### src/rtl/pred_weight_table_bank_pkg.sv
// Shared encodings, FSM states and denominator sizing for the weighted-prediction table.
package pred_weight_pkg;
  localparam logic [1:0] COMP_Y   = 2'd0;
  localparam logic [1:0] COMP_CB  = 2'd1;
  localparam logic [1:0] COMP_CR  = 2'd2;
  localparam logic [1:0] COMP_BAD = 2'd3;

  localparam int MAX_DENOM  = 7;
  localparam int DENOM_BITS = $clog2(MAX_DENOM + 1);

  typedef enum logic [1:0] {
    ST_EMPTY   = 2'd0,
    ST_LOADING = 2'd1,
    ST_READY   = 2'd2
  } state_t;

  function automatic logic [DENOM_BITS-1:0] comp_denom(
    input logic [1:0]            comp,
    input logic [DENOM_BITS-1:0] luma,
    input logic [DENOM_BITS-1:0] chroma
  );
    return (comp == COMP_CB || comp == COMP_CR) ? chroma : luma;
  endfunction
endpackage

### src/rtl/pred_weight_table_bank_if.sv
// Entry-write and lookup bus between the slice-header parser / weighted-sample stage and the table.
interface pred_weight_table_bank_if #(
  parameter int W_BITS   = 9,
  parameter int O_BITS   = 8,
  parameter int IDX_BITS = 4
);
  logic                       wr_valid;
  logic                       wr_list;
  logic [1:0]                 wr_comp;
  logic [IDX_BITS-1:0]        wr_idx;
  logic signed [W_BITS-1:0]   wr_weight;
  logic signed [O_BITS-1:0]   wr_offset;
  logic                       wr_err;

  logic                       rd_valid;
  logic                       rd_ready;
  logic [1:0]                 rd_comp;
  logic [4:0]                 rd_ref_l0;
  logic [4:0]                 rd_ref_l1;

  logic                       out_valid;
  logic [2:0]                 out_logwd;
  logic signed [W_BITS-1:0]   out_w0;
  logic signed [W_BITS-1:0]   out_w1;
  logic signed [O_BITS-1:0]   out_o0;
  logic signed [O_BITS-1:0]   out_o1;
  logic                       out_err;

  modport master (
    output wr_valid, wr_list, wr_comp, wr_idx, wr_weight, wr_offset,
    output rd_valid, rd_comp, rd_ref_l0, rd_ref_l1,
    input  wr_err, rd_ready,
    input  out_valid, out_logwd, out_w0, out_w1, out_o0, out_o1, out_err
  );

  modport slave (
    input  wr_valid, wr_list, wr_comp, wr_idx, wr_weight, wr_offset,
    input  rd_valid, rd_comp, rd_ref_l0, rd_ref_l1,
    output wr_err, rd_ready,
    output out_valid, out_logwd, out_w0, out_w1, out_o0, out_o1, out_err
  );
endinterface

### src/rtl/pred_weight_table_bank_list_bank.sv
// One reference list: 3 x NUM_REF weight/offset entries with valid flags,
// a write port and a combinational read port that substitutes the default entry.
module pwt_list_bank
  import pred_weight_pkg::*;
#(
  parameter int NUM_REF  = 16,
  parameter int W_BITS   = 9,
  parameter int O_BITS   = 8,
  parameter int IDX_BITS = $clog2(NUM_REF)
) (
  input  logic                     clk,
  input  logic                     reset,
  input  logic                     clear,
  input  logic                     wr_en,
  input  logic [1:0]               wr_comp,
  input  logic [IDX_BITS-1:0]      wr_idx,
  input  logic signed [W_BITS-1:0] wr_weight,
  input  logic signed [O_BITS-1:0] wr_offset,
  input  logic [1:0]               rd_comp,
  input  logic [IDX_BITS-1:0]      rd_idx,
  input  logic                     rd_in_range,
  input  logic [DENOM_BITS-1:0]    rd_denom,
  output logic signed [W_BITS-1:0] rd_weight,
  output logic signed [O_BITS-1:0] rd_offset
);
  logic signed [W_BITS-1:0] weight_mem [3][NUM_REF];
  logic signed [O_BITS-1:0] offset_mem [3][NUM_REF];
  logic [2:0][NUM_REF-1:0]  flags;
  logic                     hit;

  // Payload carries no reset: an entry is only ever read once its flag is set.
  always_ff @(posedge clk) begin
    if (wr_en) begin
      weight_mem[wr_comp][wr_idx] <= wr_weight;
      offset_mem[wr_comp][wr_idx] <= wr_offset;
    end
  end

  always_ff @(posedge clk or posedge reset) begin
    if (reset) begin
      flags <= '0;
    end else if (clear) begin
      flags <= '0;
    end else if (wr_en) begin
      flags[wr_comp][wr_idx] <= 1'b1;
    end
  end

  always_comb begin
    hit       = rd_in_range && flags[rd_comp][rd_idx];
    rd_weight = W_BITS'(1) << rd_denom;
    rd_offset = '0;
    if (hit) begin
      rd_weight = weight_mem[rd_comp][rd_idx];
      rd_offset = offset_mem[rd_comp][rd_idx];
    end
  end
endmodule

### src/rtl/pred_weight_table_bank.sv
// Explicit weighted-prediction table: load FSM, write/lookup qualification,
// reference range check and the one-cycle lookup output register.
module pred_weight_table_bank
  import pred_weight_pkg::*;
#(
  parameter int NUM_REF  = 16,
  parameter int W_BITS   = 9,
  parameter int O_BITS   = 8,
  parameter int IDX_BITS = $clog2(NUM_REF)
) (
  input  logic                   clk,
  input  logic                   reset,
  input  logic                   slice_start,
  input  logic [DENOM_BITS-1:0]  luma_denom,
  input  logic [DENOM_BITS-1:0]  chroma_denom,
  input  logic                   load_done,
  pred_weight_table_bank_if.slave bus
);
  state_t                   state;
  logic [DENOM_BITS-1:0]    luma_q, chroma_q;
  logic                     wr_acc, rd_acc, rd_bad, in_range0, in_range1;
  logic [1:0]               rd_comp_eff;
  logic [DENOM_BITS-1:0]    rd_denom;
  logic signed [W_BITS-1:0] w0, w1;
  logic signed [O_BITS-1:0] o0, o1;

  // slice_start wins over a coincident write, so the cleared table never sees it.
  assign wr_acc      = bus.wr_valid && (state == ST_LOADING) && !slice_start
                       && (bus.wr_comp != COMP_BAD);
  assign bus.rd_ready = (state == ST_READY);
  assign rd_acc      = bus.rd_valid && (state == ST_READY);
  assign rd_bad      = (bus.rd_comp == COMP_BAD);
  assign rd_comp_eff = rd_bad ? COMP_Y : bus.rd_comp;
  assign rd_denom    = comp_denom(rd_comp_eff, luma_q, chroma_q);
  assign in_range0   = 32'(bus.rd_ref_l0) < NUM_REF;
  assign in_range1   = 32'(bus.rd_ref_l1) < NUM_REF;

  pwt_list_bank #(.NUM_REF(NUM_REF), .W_BITS(W_BITS), .O_BITS(O_BITS), .IDX_BITS(IDX_BITS)) u_l0 (
    .clk(clk), .reset(reset), .clear(slice_start),
    .wr_en(wr_acc && !bus.wr_list), .wr_comp(bus.wr_comp), .wr_idx(bus.wr_idx),
    .wr_weight(bus.wr_weight), .wr_offset(bus.wr_offset),
    .rd_comp(rd_comp_eff), .rd_idx(bus.rd_ref_l0[IDX_BITS-1:0]), .rd_in_range(in_range0),
    .rd_denom(rd_denom), .rd_weight(w0), .rd_offset(o0)
  );

  pwt_list_bank #(.NUM_REF(NUM_REF), .W_BITS(W_BITS), .O_BITS(O_BITS), .IDX_BITS(IDX_BITS)) u_l1 (
    .clk(clk), .reset(reset), .clear(slice_start),
    .wr_en(wr_acc && bus.wr_list), .wr_comp(bus.wr_comp), .wr_idx(bus.wr_idx),
    .wr_weight(bus.wr_weight), .wr_offset(bus.wr_offset),
    .rd_comp(rd_comp_eff), .rd_idx(bus.rd_ref_l1[IDX_BITS-1:0]), .rd_in_range(in_range1),
    .rd_denom(rd_denom), .rd_weight(w1), .rd_offset(o1)
  );

  always_ff @(posedge clk or posedge reset) begin
    if (reset) begin
      state      <= ST_EMPTY;
      luma_q     <= '0;
      chroma_q   <= '0;
      bus.wr_err <= 1'b0;
    end else begin
      bus.wr_err <= bus.wr_valid && !wr_acc;
      if (slice_start) begin
        state    <= ST_LOADING;
        luma_q   <= luma_denom;
        chroma_q <= chroma_denom;
      end else if (load_done && state == ST_LOADING) begin
        state <= ST_READY;
      end
    end
  end

  // Results hold their last value between accepted lookups.
  always_ff @(posedge clk or posedge reset) begin
    if (reset) begin
      bus.out_valid <= 1'b0;
      bus.out_logwd <= '0;
      bus.out_w0    <= '0;
      bus.out_w1    <= '0;
      bus.out_o0    <= '0;
      bus.out_o1    <= '0;
      bus.out_err   <= 1'b0;
    end else begin
      bus.out_valid <= rd_acc;
      if (rd_acc) begin
        bus.out_logwd <= rd_denom;
        bus.out_w0    <= w0;
        bus.out_w1    <= w1;
        bus.out_o0    <= o0;
        bus.out_o1    <= o1;
        bus.out_err   <= rd_bad || !in_range0 || !in_range1;
      end
    end
  end
endmodule

### src/flat_wrapper.sv
// flat-port wrapper written by rule: the top's interface ports become plain ports
module pred_weight_table_bank_flat import pred_weight_pkg::*;
#(
  parameter int NUM_REF  = 16,
  parameter int W_BITS   = 9,
  parameter int O_BITS   = 8,
  parameter int IDX_BITS = $clog2(NUM_REF)
)
  (clk, reset, slice_start, luma_denom, chroma_denom, load_done, bus_wr_valid, bus_wr_list, bus_wr_comp, bus_wr_idx, bus_wr_weight, bus_wr_offset, bus_rd_valid, bus_rd_comp, bus_rd_ref_l0, bus_rd_ref_l1, bus_wr_err, bus_rd_ready, bus_out_valid, bus_out_logwd, bus_out_w0, bus_out_w1, bus_out_o0, bus_out_o1, bus_out_err);
  pred_weight_table_bank_if #(.W_BITS(W_BITS), .O_BITS(O_BITS), .IDX_BITS(IDX_BITS)) bus_i ();
  input  logic clk;
  input  logic reset;
  input  logic slice_start;
  input  logic [DENOM_BITS-1:0] luma_denom;
  input  logic [DENOM_BITS-1:0] chroma_denom;
  input  logic load_done;
  input wire logic [$bits(bus_i.wr_valid)-1:0] bus_wr_valid;
  input wire logic [$bits(bus_i.wr_list)-1:0] bus_wr_list;
  input wire logic [$bits(bus_i.wr_comp)-1:0] bus_wr_comp;
  input wire logic [$bits(bus_i.wr_idx)-1:0] bus_wr_idx;
  input wire logic [$bits(bus_i.wr_weight)-1:0] bus_wr_weight;
  input wire logic [$bits(bus_i.wr_offset)-1:0] bus_wr_offset;
  input wire logic [$bits(bus_i.rd_valid)-1:0] bus_rd_valid;
  input wire logic [$bits(bus_i.rd_comp)-1:0] bus_rd_comp;
  input wire logic [$bits(bus_i.rd_ref_l0)-1:0] bus_rd_ref_l0;
  input wire logic [$bits(bus_i.rd_ref_l1)-1:0] bus_rd_ref_l1;
  output wire logic [$bits(bus_i.wr_err)-1:0] bus_wr_err;
  output wire logic [$bits(bus_i.rd_ready)-1:0] bus_rd_ready;
  output wire logic [$bits(bus_i.out_valid)-1:0] bus_out_valid;
  output wire logic [$bits(bus_i.out_logwd)-1:0] bus_out_logwd;
  output wire logic [$bits(bus_i.out_w0)-1:0] bus_out_w0;
  output wire logic [$bits(bus_i.out_w1)-1:0] bus_out_w1;
  output wire logic [$bits(bus_i.out_o0)-1:0] bus_out_o0;
  output wire logic [$bits(bus_i.out_o1)-1:0] bus_out_o1;
  output wire logic [$bits(bus_i.out_err)-1:0] bus_out_err;
  assign bus_i.wr_valid = bus_wr_valid;
  assign bus_i.wr_list = bus_wr_list;
  assign bus_i.wr_comp = bus_wr_comp;
  assign bus_i.wr_idx = bus_wr_idx;
  assign bus_i.wr_weight = bus_wr_weight;
  assign bus_i.wr_offset = bus_wr_offset;
  assign bus_i.rd_valid = bus_rd_valid;
  assign bus_i.rd_comp = bus_rd_comp;
  assign bus_i.rd_ref_l0 = bus_rd_ref_l0;
  assign bus_i.rd_ref_l1 = bus_rd_ref_l1;
  assign bus_wr_err = bus_i.wr_err;
  assign bus_rd_ready = bus_i.rd_ready;
  assign bus_out_valid = bus_i.out_valid;
  assign bus_out_logwd = bus_i.out_logwd;
  assign bus_out_w0 = bus_i.out_w0;
  assign bus_out_w1 = bus_i.out_w1;
  assign bus_out_o0 = bus_i.out_o0;
  assign bus_out_o1 = bus_i.out_o1;
  assign bus_out_err = bus_i.out_err;
  pred_weight_table_bank #(.NUM_REF(NUM_REF), .W_BITS(W_BITS), .O_BITS(O_BITS), .IDX_BITS(IDX_BITS)) u_core (.clk(clk), .reset(reset), .slice_start(slice_start), .luma_denom(luma_denom), .chroma_denom(chroma_denom), .load_done(load_done), .bus(bus_i));
endmodule
### config.mk
export PLATFORM = sky130hd
export DESIGN_NAME = pred_weight_table_bank_flat
export DESIGN_NICKNAME = d
export VERILOG_FILES = /design/src/rtl/pred_weight_table_bank_pkg.sv /design/src/rtl/pred_weight_table_bank_if.sv /design/src/rtl/pred_weight_table_bank_list_bank.sv /design/src/rtl/pred_weight_table_bank.sv /design/src/flat_wrapper.sv
export SDC_FILE = /design/constraint.sdc
export NUM_CORES = 2
export LEC_CHECK = 0
export ABC_CLOCK_PERIOD_IN_PS = 5400
export CAP_MARGIN = 20
export CORE_MARGIN = 5
export CORE_UTILIZATION = 30
export CTS_CLUSTER_SIZE = 14
export DETAILED_ROUTE_END_ITERATION = 10
export PLACE_DENSITY = 0.43
export REMOVE_ABC_BUFFERS = 1
export SYNTH_ARGS = -nofsm -noshare
export SYNTH_HDL_FRONTEND = slang
export SYNTH_SLANG_ARGS = --single-unit
### constraint.sdc
create_clock -name clk -period 5.4 [get_ports clk]
set_clock_uncertainty 0.15 [all_clocks]
set_input_delay 1.08 -clock clk [delete_from_list [all_inputs] [get_ports clk]]
set_output_delay 1.08 -clock clk [all_outputs]
set_load 0.1 [all_outputs]
==> results.toml <==
[status]
outcome = "complete, no violations"

[logic_synthesis]
synth_top_area_share = 0.711
synth-seq-cells = 1776
ys_top_cells_by_area = "edfxtp_1 (71%), mux4_2 (13%), dfrtp_1 (5.2%), mux2i_1 (2.2%), nor2_1 (1.9%)"
ys_top_cells_by_count = "edfxtp_1 (1632), mux4_2 (399), nor2_1 (352), mux2i_1 (152), dfrtp_1 (144)"
synthCells = 3385
ys_seq_area_frac = 0.763
yosysUniqueCellTypes = 67
synth.avg_cell_area_um2 = 20.4
synth_edf_count = 1632
yosys.cell_count.top_type = "edfxtp_1"
synth_top_cell_by_area = "edfxtp_1"
synth_flop_cell = "edfxtp_1"
synthesis.area_um2 = 69000
ys_warn_count = 0
ys_async_sr_fraction = 0.0811

[routing]
vias_per_cell = 5.01
drc = 0
postRouteAntennaNets = 0
wire_per_inst_um = 29.9
first_pass_iters = 5
drtIter0Drc = 3102
detail_route.wirelength_um = 207000
num_vias = 34700

[timing]
grt_setup_unrepaired = "false"
finalSetupViolations = 0
tns_ns = 0
finalCritPeriodShare = 0.752
min_period_ns = 4.06
slew_violations = 0
slew_headroom = 0.245
tightest_slew_ns = 1.13
hold_violations = 0
fmax_mhz = 246

[min_path]
min_path_type = "flop to flop"

[setup_path]
critPathRequiredTime_ns = 4.17
crit_type = "flop to output pin"
worstPathCellList = "nor2b_1 -> clkdlybuf4s50_1"
critical_path_buf_inv_count = 1
slowest_stage = "clkdlybuf4s50_1"
critPathTopFamily = "buffers and inverters"
critPathMaxStageDelay_ns = 1.21
startpoint_type = "flop"
worst_setup_path_end_kind = "output pin"
cp_max_fo = 4
crit_arrival_ns = 2.83

[global_route]
grt_pass1_vias = 35500
track_usage = 0.171
grt_pass1_wl_um = 288000
antenna_found_initial = 16
grt_max_degree = 97
overflow = 0

[clock_network]
clock-sinks = 1776
clock_latency_ns = 0.84
cts.path.max_buffers = 3
root_buffer = "clkbuf_16"
h-tree-depth = 4
cts_buffers = 190
cts_setup_buffers = 0
clk_pin_slew_worst_paths_ns = 0.06
cts-resized-gates = 0
tritoncts = "yes"
postCtsHoldBufs = 0

[cells_and_area]
fillers = 21400
syn_to_final_growth_pct = 17.6
post_route_cells_drive_above_1_share = 0.285
fin_nets = 3770

[pwr]
power.leakage_uw = 0.0262
p_total_uw = 30200
ir_worst_vdd_mv = 0.276
p_per_area_nw_per_um2 = 373

[placement]
place_hpwl_um = 125000
place_congestion = 0.808
port-buffer-count = 88

[job]
cap_violations = 0

[die]
die_area_um2 = 240000
fp.dieH_um = 489
rows = 176
ios = 89
initial_core_util = 0.301
die_w_um = 489
coreArea_um2 = 229000
## per-layer routing
layer  global-route usage  wire length, um  vias to the layer above
met1                0.241            92700                    19000
li1                     -                -                    14500
met5                    0                0                        -
met2                0.276            99300                      926
met4               0.0498             5250                        0
met3               0.0276             9710                      234
## cell usage in the layout, fill, tap and decap left out, types with 36 or more instances in the layout
| cell | synthesis | final |
|---|---|---|
| clkbuf_16 | 0 | 197 |
| edfxtp_1 | 1632 | 1632 |
| dfrtp_1 | 144 | 144 |
| o221ai_1 | 38 | 38 |
| clkbuf_1 | 71 | 49 |
| nor2_1 | 352 | 256 |
| nand2_1 | 80 | 80 |
| o21ai_0 | 36 | 36 |
| mux2_2 | 67 | 67 |
| clkdlybuf4s50_1 | 0 | 63 |
| clkinv_1 | 1 | 43 |
| nor2_2 | 0 | 96 |
| mux4_2 | 399 | 399 |
| o22ai_1 | 39 | 39 |
| buf_4 | 34 | 244 |
| a21oi_1 | 49 | 49 |
| mux2i_1 | 152 | 152 |
## worst reg2reg max path, delay by kind of cell, from the launching register on
| family | cells | cell delay (ns) |
|---|---|---|
| simple gates | 4 | 1.80 |
| buf+inv | 2 | 0.72 |
| flops | 1 | 0.43 |
## worst paths after layout
check | depth (start not counted) | startpoint | endpoint | slack (ns)
hold / removal | 2 | u_core.u_l1.flags[40] | u_core.u_l1.flags[40] | 0.34
hold reg to reg | 2 | u_core.u_l1.flags[40] | u_core.u_l1.flags[40] | 0.34
min in group asynchronous | 2 | reset | u_core.u_l0.flags[26] | 0.73
max in group asynchronous | 3 | reset | u_core.u_l1.flags[41] | 3.39
setup / recovery | 2 | u_core.state[1] | bus_rd_ready | 1.34
setup reg to reg | 6 | u_core.state[1] | u_core.u_l0.weight_mem[1][70] | 2.00
## flip-flops by register name (all words and copies together), names as in the netlist, 2 cells and up
name,cells
u_core.bus.out_w0,9
u_core.u_l1.weight_mem,432
u_core.u_l0.flags,48
u_core.u_l1.flags,48
u_core.u_l1.offset_mem,384
u_core.bus.out_logwd,3
u_core.u_l0.offset_mem,384
u_core.bus.out_o0,8
u_core.chroma_q,3
u_core.bus.out_w1,9
u_core.u_l0.weight_mem,432
u_core.bus.out_o1,8
u_core.luma_q,3
u_core.state,2
## cell families after synthesis
family,after synthesis,share of synthesized area
flops,1776,0.763
compound gates,271,0.0274
mux,618,0.163
fa+ha+maj,4,0.000726
simple gates,513,0.0305
buf+inv,203,0.0152
## layout make-up
class | count | area [um2] | share of cell area
clock buffer | 254 | 5220 | 0.0644
inverter | 15 | 61.3 | 0.000756
timing repair buffer | 329 | 2830 | 0.0348
multi-input combinational | 1406 | 15600 | 0.192
sequential | 1776 | 52600 | 0.649
tap | 3026 | 3790 | 0.0467
antenna | 7 | 17.5 | 0.000216
clock inverter | 103 | 973 | 0.0120
## through the flow
| step | instance area (um2) | instances | hold slack [ns] | setup slack, ns | utilization |
|---|---|---|---|---|---|
| finish | 81100 | 6916 | 0.344 | 1.34 | 0.353 |
| global route | 81100 | 6915 | 0.363 | 1.22 | 0.353 |
| CTS | 81000 | 6907 | 0.348 | 1.18 | 0.353 |
| detailed placement | 74800 | 6550 | 0.334 | 0.609 | 0.326 |
| global placement | 74800 | 6550 | 0.323 | 0.625 | 0.326 |
| floorplan | 68000 | 3197 | 0.311 | -7.12 | - |
## power breakdown
part           total [uW]  switching, uW  internal (uW)
sequential          15200            103          15100
combinational        2090           1440            650
clock               12900           5430           7510
total               30200           6970          23200
No activity file was read; power rests on OpenSTA's default activity.
